<file path="config.mk">
export PLATFORM = sky130hd
export DESIGN_NAME = apb4_regfile_slave
export DESIGN_NICKNAME = d
export VERILOG_FILES = /design/src/rtl/apb4_regfile_slave.sv
export SDC_FILE = /design/constraint.sdc
export NUM_CORES = 1
export LEC_CHECK = 0
export ABC_AREA = 1
export CAP_MARGIN = 20
export CORE_AREA = 10 10 431 433
export DETAILED_ROUTE_END_ITERATION = 16
export DIE_AREA = 0 0 441 443
export SETUP_SLACK_MARGIN = 0.4
export SYNTH_ARGS = -nofsm -noshare
export SYNTH_HDL_FRONTEND = slang
export SYNTH_SLANG_ARGS = --single-unit
</file>
<file path="constraint.sdc">
create_clock -name pclk -period 4.9 [get_ports pclk]
set_input_delay 0.735 -clock pclk [delete_from_list [all_inputs] [get_ports pclk]]
set_output_delay 0.735 -clock pclk [all_outputs]
set_load 0.02 [all_outputs]
</file>
<file path="src/rtl/apb4_regfile_slave.sv">
// apb4_regfile_slave
//
// APB4 completer that maps a bank of NUM_REGS registers onto the bus.
// Supports PSTRB byte-lane writes, PSLVERR error responses (misaligned,
// out-of-range and writes to read-only registers), a fixed number of wait
// states and per-register read-only mapping from the ro_in input.
//
// Ports:
//   pclk      - bus clock, all logic on the rising edge
//   preset    - synchronous active-high reset
//   paddr     - byte address
//   psel      - select
//   penable   - access phase
//   pwrite    - 1 = write, 0 = read
//   pwdata    - write data
//   pstrb     - write byte strobes
//   prdata    - read data, valid when pready = 1
//   pready    - transfer completion
//   pslverr   - error response, valid when pready = 1
//   reg_q     - flattened register contents, register i at [i*DATA_WIDTH +: DATA_WIDTH]
//   ro_in     - read-only source values, same slicing as reg_q
//   wr_pulse  - one-cycle pulse after the committed write to register i

module apb4_regfile_slave #(
    parameter int ADDR_WIDTH  = 12,
    parameter int DATA_WIDTH  = 32,
    parameter int NUM_REGS    = 16,
    parameter int WAIT_STATES = 0,
    parameter logic [NUM_REGS-1:0] RO_MASK = '0
) (
    input  logic                           pclk,
    input  logic                           preset,
    input  logic [ADDR_WIDTH-1:0]          paddr,
    input  logic                           psel,
    input  logic                           penable,
    input  logic                           pwrite,
    input  logic [DATA_WIDTH-1:0]          pwdata,
    input  logic [DATA_WIDTH/8-1:0]        pstrb,
    output logic [DATA_WIDTH-1:0]          prdata,
    output logic                           pready,
    output logic                           pslverr,
    output logic [NUM_REGS*DATA_WIDTH-1:0] reg_q,
    input  logic [NUM_REGS*DATA_WIDTH-1:0] ro_in,
    output logic [NUM_REGS-1:0]            wr_pulse
);

    localparam int NB = DATA_WIDTH / 8;
    localparam int AL = $clog2(NB);
    localparam int IW = ADDR_WIDTH - AL;

    typedef enum logic [1:0] {
        IDLE = 2'd0,
        WAIT = 2'd1,
        DONE = 2'd2
    } state_t;

    state_t                  state_q, state_d;
    logic [3:0]              cnt_q, cnt_d;
    logic [ADDR_WIDTH-1:0]   addr_q, addr_d;
    logic                    write_q, write_d;
    logic [DATA_WIDTH-1:0]   wdata_q, wdata_d;
    logic [NB-1:0]           strb_q, strb_d;
    logic [DATA_WIDTH-1:0]   regs_q [NUM_REGS];
    logic [DATA_WIDTH-1:0]   regs_d [NUM_REGS];
    logic [DATA_WIDTH-1:0]   prdata_q, prdata_d;
    logic                    pready_q, pready_d;
    logic                    pslverr_q, pslverr_d;
    logic [NUM_REGS-1:0]     wrPulse_q, wrPulse_d;

    logic [ADDR_WIDTH-1:0]   curAddr;
    logic                    curWrite;
    logic [IW-1:0]           idx;
    logic                    selRo;
    logic [DATA_WIDTH-1:0]   rdVal;
    logic                    misalign;
    logic                    errRange;
    logic                    err;

    // In IDLE the request is still on the bus (a zero-wait transfer decodes
    // it in the setup cycle); afterwards the sampled copy is authoritative.
    always_comb begin
        curAddr  = (state_q == IDLE) ? paddr  : addr_q;
        curWrite = (state_q == IDLE) ? pwrite : write_q;
        idx      = curAddr[ADDR_WIDTH-1:AL];
        errRange = (32'(idx) >= NUM_REGS);
    end

    if (AL > 0) begin : gAlign
        assign misalign = |curAddr[AL-1:0];
    end else begin : gNoAlign
        assign misalign = 1'b0;
    end

    // Register select: read value and read-only flag of the addressed slot.
    // An out-of-range index matches nothing and leaves the defaults.
    always_comb begin
        selRo = 1'b0;
        rdVal = '0;
        for (int i = 0; i < NUM_REGS; i++) begin
            if (idx == IW'(i)) begin
                selRo = RO_MASK[i];
                rdVal = RO_MASK[i] ? ro_in[i*DATA_WIDTH +: DATA_WIDTH] : regs_q[i];
            end
        end
        err = misalign | errRange | (curWrite & selRo);
    end

    // Next-state logic: transfer sequencing, write commit and the values the
    // registered bus outputs take on the next edge.
    always_comb begin
        state_d   = state_q;
        cnt_d     = cnt_q;
        addr_d    = addr_q;
        write_d   = write_q;
        wdata_d   = wdata_q;
        strb_d    = strb_q;
        regs_d    = regs_q;
        wrPulse_d = '0;

        case (state_q)
            IDLE: begin
                if (psel && !penable) begin
                    addr_d  = paddr;
                    write_d = pwrite;
                    wdata_d = pwdata;
                    strb_d  = pstrb;
                    cnt_d   = 4'(WAIT_STATES);
                    state_d = (WAIT_STATES == 0) ? DONE : WAIT;
                end
            end
            WAIT: begin
                if (!psel) begin
                    state_d = IDLE;
                    cnt_d   = '0;
                end else begin
                    cnt_d = cnt_q - 4'd1;
                    if (cnt_q == 4'd1) begin
                        state_d = DONE;
                    end
                end
            end
            DONE: begin
                state_d = IDLE;
                // A dropped psel here is an abort; nothing is committed.
                if (psel && write_q && !err) begin
                    for (int i = 0; i < NUM_REGS; i++) begin
                        if (idx == IW'(i) && !RO_MASK[i]) begin
                            wrPulse_d[i] = 1'b1;
                            for (int b = 0; b < NB; b++) begin
                                if (strb_q[b]) begin
                                    regs_d[i][b*8 +: 8] = wdata_q[b*8 +: 8];
                                end
                            end
                        end
                    end
                end
            end
            default: begin
                state_d = IDLE;
            end
        endcase

        pready_d  = (state_d == DONE);
        pslverr_d = (state_d == DONE) && err;
        prdata_d  = ((state_d == DONE) && !curWrite && !err) ? rdVal : '0;
    end

    // State and output registers; reset aborts any transfer in flight.
    always_ff @(posedge pclk) begin
        if (preset) begin
            state_q   <= IDLE;
            cnt_q     <= '0;
            addr_q    <= '0;
            write_q   <= 1'b0;
            wdata_q   <= '0;
            strb_q    <= '0;
            prdata_q  <= '0;
            pready_q  <= 1'b0;
            pslverr_q <= 1'b0;
            wrPulse_q <= '0;
            for (int i = 0; i < NUM_REGS; i++) begin
                regs_q[i] <= '0;
            end
        end else begin
            state_q   <= state_d;
            cnt_q     <= cnt_d;
            addr_q    <= addr_d;
            write_q   <= write_d;
            wdata_q   <= wdata_d;
            strb_q    <= strb_d;
            prdata_q  <= prdata_d;
            pready_q  <= pready_d;
            pslverr_q <= pslverr_d;
            wrPulse_q <= wrPulse_d;
            for (int i = 0; i < NUM_REGS; i++) begin
                regs_q[i] <= regs_d[i];
            end
        end
    end

    // Completion and error are qualified by psel so an aborted transfer never
    // shows a stale pready/pslverr.
    assign pready   = pready_q & psel;
    assign pslverr  = pslverr_q & psel;
    assign prdata   = prdata_q;
    assign wr_pulse = wrPulse_q;

    // Read-only slots present the ro_in value; the rest show the stored data.
    for (genvar gi = 0; gi < NUM_REGS; gi++) begin : gRegOut
        assign reg_q[gi*DATA_WIDTH +: DATA_WIDTH] =
            RO_MASK[gi] ? ro_in[gi*DATA_WIDTH +: DATA_WIDTH] : regs_q[gi];
    end

endmodule

</file>
# Word level (Yosys, flattened, before mapping)
# Index checks and enable logic that the tools add are counted.
dict set report op_classes {
  n_addsub 1
  magnitude_cmp 1
  n_eq_ne 20
  muxes 41
  bitwise 6
  reduce_logical 81
}
# operator n
set ops {}
lappend ops {{$mux W32} 16}
lappend ops {{$reduce_and A4 Y1} 64}
lappend ops {{$eq A10 B4 Y1 const B} 8}
lappend ops {{$eq A10 B3 Y1 const B} 4}
lappend ops {{$eq A10 B2 Y1 const B} 2}
lappend ops {{$mux W1} 17}
lappend ops {{$mux W12} 1}
lappend ops {{$eq A10 B1 Y1 const B} 1}
lappend ops {{$ge A10 B5 Y1 const B} 1}
lappend ops {{$logic_not A10 Y1} 1}
lappend ops {{$mux W4} 2}
lappend ops {{$pmux W4 S2} 1}
lappend ops {{$logic_and A1 B1 Y1} 6}
lappend ops {{$mux W2} 3}
lappend ops {{$eq A2 B2 Y1 const B} 2}
lappend ops {{$eq A4 B1 Y1 const B} 1}
lappend ops {{$pmux W2 S2} 1}
lappend ops {{$reduce_and A2 Y1} 2}
lappend ops {{$reduce_or A2 Y1} 2}
lappend ops {{$sub A4 B1 Y4 const B} 1}
lappend ops {{$logic_not A1 Y1} 3}
lappend ops {{$not A1 Y1} 3}
lappend ops {{$reduce_or A3 Y1} 1}
lappend ops {{$and A1 B1 Y1} 2}
lappend ops {{other kinds (5)} 5}
dict set report word_totals {
  reg_bits 617
  input_bits 565
  output_inout_bits 562
  word_cells 224
}

# Depth between registers and ports, before layout
# Gate-level depths: netlist of run 1.
dict set report logic_depth {
  depth_word 19
  mapped_depth 27
  mapped_depth_nobuf 26
}

# Worst setup path after synthesis of run 1
# Ideal clock, no wire load.
dict set report synth_timing {
  path_kind {input to register}
  start {input port paddr[6]}
  end {register prdata_q[0] (netlist: prdata[0])}
  setup_time_ns 0.119
  arrival_time_ns 2.468
  required_time_ns 4.781
  slack_ns 2.312
  cell_stages 21
  path_buffers 0
  path_cell_list {inv_1 -> nand2_1 -> o21ai_0 -> inv_1 -> nor2_4 -> nand2_1 -> nor2_2 -> inv_1 -> or2_2 -> nand2_1 -> nand2_1 -> nand2_1 -> nand2_1 -> nand2_1 -> nand2_1 -> nand2_1 -> nand2_1 -> nand2_1 -> nand2_1 -> nand2_1 -> a21oi_1}
}
dict set report synth_via {
  elab_chain_cells 18
  elab_cells_between_ends 39
  classes_between {1 x order compare; 15 x eq/ne; 17 x mux; 2 x bitwise; 4 x reduce/logical}
}
# element line_no
set synth_lines {}
lappend synth_lines {{start: declaration} 33} ;# input logic [ADDR_WIDTH-1:0] paddr,
lappend synth_lines {{$mux W12 *} 82} ;# curAddr = (state_q == IDLE) ? paddr : addr_q;
lappend synth_lines {{$logic_not A10 Y1} 100} ;# if (idx == IW'(i)) begin
lappend synth_lines {{$mux W32 (16 in series)} 100}
lappend synth_lines {{end signal: assignment} 191} ;# prdata_q <= prdata_d;
lappend synth_lines {{end: declaration} 65} ;# logic [DATA_WIDTH-1:0] prdata_q, prdata_d;
# Every way passes the cells marked *; elsewhere a longest branch is shown, timed or not.
# A chain may end at the register's enable or synchronous reset.

# Worst setup path in the final report of run 1
dict set report layout_timing {
  start {register state_q[0]}
  end {register prdata_q[22] (netlist: prdata[22])}
}
dict set report layout_via {
  elab_chain_cells 19
  elab_cells_between_ends 50
  classes_between {1 x order compare; 17 x eq/ne; 22 x mux; 2 x bitwise; 8 x reduce/logical}
}
# element line_no
set layout_lines {}
lappend layout_lines {{start: declaration} 57} ;# state_t state_q, state_d;
lappend layout_lines {{start signal: assignment} 185} ;# state_q <= state_d;
lappend layout_lines {{$logic_not A2 Y1} {82, 83, 120}}
lappend layout_lines {{$mux W12} 82}
lappend layout_lines {{$logic_not A10 Y1} 100}
lappend layout_lines {{$mux W32 (16 in series)} 100}
# Several ways; a longest one is shown, not always the timed one.

==> impl_metrics.csv, run 1 <==
group,metric,value,unit
worst_setup_path,rr_startpoint,"state_q[0]",
floorplanning,dieArea,195000,um2
detailed_routing,dr_total_vias,25500,
yosys,synth.distinct_cells,34,
timing,fin_crit_sh,86.6,%
final_layout,drive_gt1_share,9.46,%
final_layout,final_cell_count_no_fill,6082,
timing,setup_viol,0,
detailed_routing,drt-wirelength-per-cell,25.3,um
clock_tree,cts_tree,"yes",
yosys,synth-seq-cells,617,
worst_hold_path,hp-class,"flip-flop to flip-flop",
worst_setup_path,required,5510,ps
timing,slew_viol_final,0,
power_and_ir_drop,p_sw,2.91,mW
floorplanning,die_h,443,um
final_layout,fin_util,20.2,%
floorplanning,rows,155,
worst_setup_path,startpoint_type,"flip-flop",
power_and_ir_drop,irDropWorstVdd,0.000237,V
clock_tree,htreeDepth,3,
power_and_ir_drop,seq_power_share,44.0,%
clock_tree,cts.sinks,617,
timing,hold_violations,0,
timing,clock_skew,51.9,ps
yosys,syn-cell-area,23800,um2
outcome,outcome,"complete, no violations",
worst_setup_path,cp.arrival,4850,ps
global_routing,grt_max_degree,130,
power_and_ir_drop,power.internal,8.58,mW
detailed_routing,routed_via_density,4.19,
placed_design,io_buffers,614,
floorplanning,boundaryPins,1127,
power_and_ir_drop,clkPwrFrac,52.3,%
global_routing,grt_use_met1,14.6,%
timing,rsz0062_at_grt,"no",
detailed_routing,drc_errors,0,
placed_design,place_area,33200,um2
clock_tree,clock_path_buffers,3,
global_routing,grt_pass1_wl,205000,um
worst_setup_path,crit_type,"flip-flop to flip-flop",
final_layout,area_growth,51.0,%
timing,max_freq,236,MHz
placed_design,dp_hpwl,122000,um
yosys,syn_area_per_cell,7.79,um2
worst_hold_path,worstHoldStart,"addr_q[5]",
detailed_routing,wirelength,154000,um
power_and_ir_drop,switching_share,25.4,%
timing,worstMarginPinSlew,1090,ps
timing,min_period,4240,ps
detailed_routing,drt_iter0_markers,2124,
yosys,syn_inst,3048,
clock_tree,clk_latency,710,ps
clock_tree,cts-hold-fix-buffers,0,
final_layout,layout.nets,4229,
yosys,yosys.area.top_type,"dfxtp_1",
timing,holdWs,455,ps
detailed_routing,firstDrtPassIters,5,
clock_tree,numCtsBuffers,77,
yosys,synth.area.top_cells,"dfxtp_1 (52%), a21oi_1 (14%), o21ai_0 (13%)",
yosys,yosysSeqAreaShare,52.0,%
placed_design,post-place-cells,5938,
placed_design,gp_congestion,0.879,
timing,maxSlewHeadroom,27.2,%
detailed_routing,ant_nets,0,
yosys,yosys_warnings,0,
power_and_ir_drop,powerDensity,321,nW/um2
global_routing,grt_pass1_vias,24400,
global_routing,busiest_layer,"met2",
final_layout,stdcell_area,35900,um2
global_routing,met3_usage,3.36,%
global_routing,gr-usage-all-layers,15.0,%
worst_setup_path,cp_max_fo,23,
yosys,post-synth-top-area-fraction,52.0,%
clock_tree,post_cts_buffers,0,
clock_tree,ctsResizeCount,0,
timing,tns,0,ps
worst_setup_path,startpoint,"state_q[0]",
worst_setup_path,endpoint_kind,"flip-flop",
global_routing,antenna_found_initial,9,
clock_tree,clk_pin_slew_worst_paths,60,ps
floorplanning,fp.dieW,441,um
job,max_cap_viol_count,0,
global_routing,grt_overflow,0,
yosys,synthesis.nets,3615,
global_routing,met2_usage,26.5,%
clock_tree,root_buffer,"clkbuf_16",
power_and_ir_drop,comb_power_share,3.8,%
power_and_ir_drop,leakage,12.7,nW
floorplanning,core_area,177000,um2
floorplanning,initial_core_util,13.4,%
==> power by group through the flow <==
| stage | combinational (mW) | sequential [mW] | clock [mW] |
|---|---|---|---|
| after CTS | 0.446 | 5.06 | 6.18 |
| after floorplan | 0.211 | 5.16 | 0 |
| final | 0.433 | 5.06 | 6.01 |
| after detailed placement | 0.444 | 5.17 | 0 |
| after global placement | 0.440 | 5.17 | 0 |
| after global routing | 0.466 | 5.06 | 6.34 |
==> placed cells by master (no fill, tap or decap), types with 6 or more instances in the layout <==
cell type | Yosys | final
clkbuf_16 | 0 | 77
clkinv_2 | 0 | 11
or2_2 | 10 | 10
inv_1 | 79 | 76
clkinv_1 | 33 | 34
buf_4 | 3 | 130
dfxtp_1 | 617 | 617
bufinv_16 | 0 | 6
nand2_2 | 8 | 8
clkinvlp_4 | 0 | 6
o21ai_0 | 609 | 609
clkbuf_8 | 0 | 11
a22oi_1 | 9 | 9
clkdlybuf4s50_1 | 0 | 614
clkbuf_1 | 140 | 9
inv_2 | 5 | 6
nand2_1 | 416 | 416
nand3_1 | 68 | 68
buf_12 | 0 | 14
nor2_2 | 46 | 49
nor2_1 | 174 | 169
diode_2 | 0 | 8
nand4_1 | 62 | 62
a21oi_1 | 654 | 654
nor3_1 | 7 | 7
==> registers in the layout, summed over array words and instances (netlist names) <==
name and cells:
write_q 1, prdata 32, strb_q 4, wr_pulse 16
pready_q 1, state_q 2, reg_q 512, cnt_q 4
wdata_q 32, pslverr_q 1, addr_q 12
==> layer usage <==
layer / share of wire (%) / up-vias / routed length, um
li1: - / 11700 / -
met1: 33 / 12300 / 51400
met2: 50 / 1079 / 77200
met3: 5.9 / 357 / 9120
met4: 10 / 2 / 16000
met5: 0.0078 / - / 12
==> final cells by class <==
| type | count | area [um2] |
|---|---|---|
| Clock buffer | 97 | 2110 |
| Timing Repair Buffer | 758 | 7400 |
| Sequential cell | 617 | 12400 |
| Antenna cell | 8 | 20.0 |
| Fill cell | 19700 | 141000 |
| Inverter | 117 | 447 |
| Tap cell | 2355 | 2950 |
| Multi-Input combinational cell | 2091 | 10100 |
| Clock inverter | 39 | 543 |
==> worst paths after layout <==
kind                end  slack, ps  depth (start not counted)
max          prdata[22]        660                         17
min           addr_q[5]        450                          2
max reg2reg  prdata[22]        660                         17
min reg2reg   addr_q[5]        450                          2
==> critical path, cell delays in order, from the launching register on <==
cell     delay [ps]
dfxtp_1         330
nor2_2          590
o21ai_0         290
nand3_1         150
nor2_2          130
nand2_1         110
nor2_2           50
buf_12          180
nand2_1          90
nand2_1         180
a21oi_1         170
nand4_1         150
a21oi_1         790
nand4_1         200
a21oi_1         240
nand4_1         210
nor2_1          180
nor2_1           50
==> per-stage QoR <==
stage	total power, mW	setup slack, ps
after global placement	5.61	277
after detailed placement	5.61	283
after CTS	11.7	533
after floorplan	5.38	2310
final	11.5	657
after global routing	11.9	451
==> synth_stat cells <==
cell	number
a211o_1	1
nor2_2	46
a221oi_1	3
o21ai_1	5
o22ai_1	2
nand4_1	62
and3b_1	1
ha_1	2
a31oi_1	1
a41o_1	3
clkinv_1	33
dfxtp_1	617
a22oi_1	9
nand2_2	8
nor3_4	1
or2_2	10
o21ai_0	609
clkbuf_1	140
nand2_1	416
nor4_4	1
buf_1	3
buf_2	77
nor3_1	7
xor2_1	1
nor2_4	1
inv_1	79
a21oi_1	654
nor2_1	174
inv_2	5
nor3_2	1
a211oi_1	4
buf_4	3
nor4_2	1
nand3_1	68
==> cells by family after synthesis <==
family | after synthesis | synth area share [%]
AO/OA/AOI/OAI | 1291 | 27.5
flip-flops | 617 | 52.0
XOR/XNOR | 1 | 0.0369
AND/OR/NAND/NOR | 797 | 14.6
adder cells (fa/ha/maj) | 2 | 0.105
buffers and inverters | 340 | 5.83
No activity file was read; power rests on OpenSTA's default activity.
==> run 2: changes to the inputs <==
--- a/config.mk
+++ b/config.mk
@@ -6,7 +6,7 @@
 export NUM_CORES = 1
 export LEC_CHECK = 0
 export ABC_AREA = 1
-export CAP_MARGIN = 20
+export CAP_MARGIN = 40
 export CORE_AREA = 10 10 431 433
 export DETAILED_ROUTE_END_ITERATION = 16
 export DIE_AREA = 0 0 441 443
==> impl_metrics.csv, run 2 (synthesis gave the netlist of run 1 again) <==
group,metric,value,unit
outcome,outcome,"complete, no violations",
power_and_ir_drop,leakage,13.1,nW
final_layout,layout.nets,4258,
detailed_routing,dr_total_vias,25500,
timing,max_freq,236,MHz
worst_setup_path,cp_max_fo,13,
clock_tree,ctsResizeCount,0,
timing,clock_skew,35.5,ps
final_layout,layout_commonest_cell,"a21oi_1",
clock_tree,cts_tree,"yes",
timing,hold_violations,0,
power_and_ir_drop,powerDensity,316,nW/um2
clock_tree,clk_pin_slew_worst_paths,60,ps
placed_design,post-place-cells,5968,
detailed_routing,firstDrtPassIters,6,
placed_design,gp_congestion,0.879,
clock_tree,numCtsBuffers,76,
placed_design,place_ws,428,ps
detailed_routing,drt-wirelength-per-cell,25.2,um
final_layout,drive_gt1_share,10.2,%
global_routing,grt_pass1_vias,24500,
timing,min_period,4230,ps
floorplanning,boundaryPins,1127,
timing,holdWs,465,ps
detailed_routing,drc_errors,0,
timing,fin_crit_sh,86.4,%
timing,setup_ws,669,ps
detailed_routing,routed_via_density,4.17,
detailed_routing,drt_iter0_markers,2160,
global_routing,grt_pass1_wl,205000,um
final_layout,area_growth,53.9,%
worst_hold_path,hp-class,"flip-flop to flip-flop",
clock_tree,cts.sinks,617,
timing,rsz0062_at_grt,"no",
timing,tns,0,ps
clock_tree,htreeDepth,3,
worst_setup_path,cp.arrival,4800,ps
placed_design,place_area,33900,um2
timing,worstMarginPinSlew,1090,ps
floorplanning,initial_core_util,13.4,%
worst_setup_path,endpoint_kind,"flip-flop",
final_layout,largest_reg_flops,512,
floorplanning,dieArea,195000,um2
placed_design,io_buffers,614,
final_layout,layout_common_cells,"a21oi_1 (654), dfxtp_1 (617), clkdlybuf4s50_1 (614), o21ai_0 (609), nand2_1 (416)",
clock_tree,root_buffer,"clkbuf_16",
floorplanning,fp.dieW,441,um
timing,maxSlewHeadroom,26.7,%
power_and_ir_drop,power,11.6,mW
floorplanning,die_h,443,um
clock_tree,post_cts_buffers,0,
final_layout,final_cell_count_no_fill,6114,
floorplanning,rows,155,
timing,setup_viol,0,
clock_tree,cts-hold-fix-buffers,0,
detailed_routing,wirelength,154000,um
worst_setup_path,required,5470,ps
job,max_cap_viol_count,0,
floorplanning,core_area,177000,um2
final_layout,stdcell_area,36600,um2
global_routing,antenna_found_initial,7,
global_routing,grt_max_degree,130,
worst_setup_path,crit_type,"flip-flop to flip-flop",
global_routing,gr-usage-all-layers,15.0,%
global_routing,grt_overflow,0,
detailed_routing,ant_nets,0,
timing,slew_viol_final,0,
clock_tree,clk_latency,710,ps
final_layout,fin_util,20.6,%
placed_design,dp_hpwl,123000,um
power_and_ir_drop,irDropWorstVdd,0.000223,V
worst_setup_path,startpoint_type,"flip-flop",
clock_tree,clock_path_buffers,3,
run 2: power breakdown:
group	total, mW	leakage [nW]	switching [mW]	internal (mW)
Clock	5.97	1.29	2.57	3.40
Combinational	0.520	6.84	0.348	0.172
Sequential	5.06	4.98	0.0109	5.05
Total	11.6	13.1	2.93	8.62
run 2: per-layer routing:
metal	vias up	part of all wire, %	track usage [%]
met3	368	6.1	3.21
met2	1105	50	26.8
met1	12200	34	14.6
met5	-	0.011	0
met4	4	10	12.7
li1	11800	-	-
run 2: cell type report:
type | count | area [um2]
inverters | 117 | 447
diodes | 6 | 15.0
multi-input cells | 2091 | 10100
clock inverters | 34 | 447
flip-flops and latches | 617 | 12400
fillers | 19600 | 141000
clock buffers | 106 | 2190
well taps | 2355 | 2950
repair buffers | 788 | 8120
run 2: worst paths after layout:
check,cells past startpoint,from,endpoint,slack (ps)
worst max-delay path,13,state_q[0],prdata[13],670
worst min register to register,2,addr_q[5],addr_q[5],460
worst max register to register,13,state_q[0],prdata[13],670
worst min-delay path,2,addr_q[5],addr_q[5],460
run 2: worst max-delay path: stages, from the launching register on:
cell and delay, ps:
dfxtp_1 330, nor2_2 600, nand2_1 90, o21ai_0 180, o21ai_0 490, buf_4 320
nor3_1 310, inv_1 200, nor2_1 220, buf_12 180, clkinv_1 490, buf_4 390
o21ai_0 190, nor2_1 80
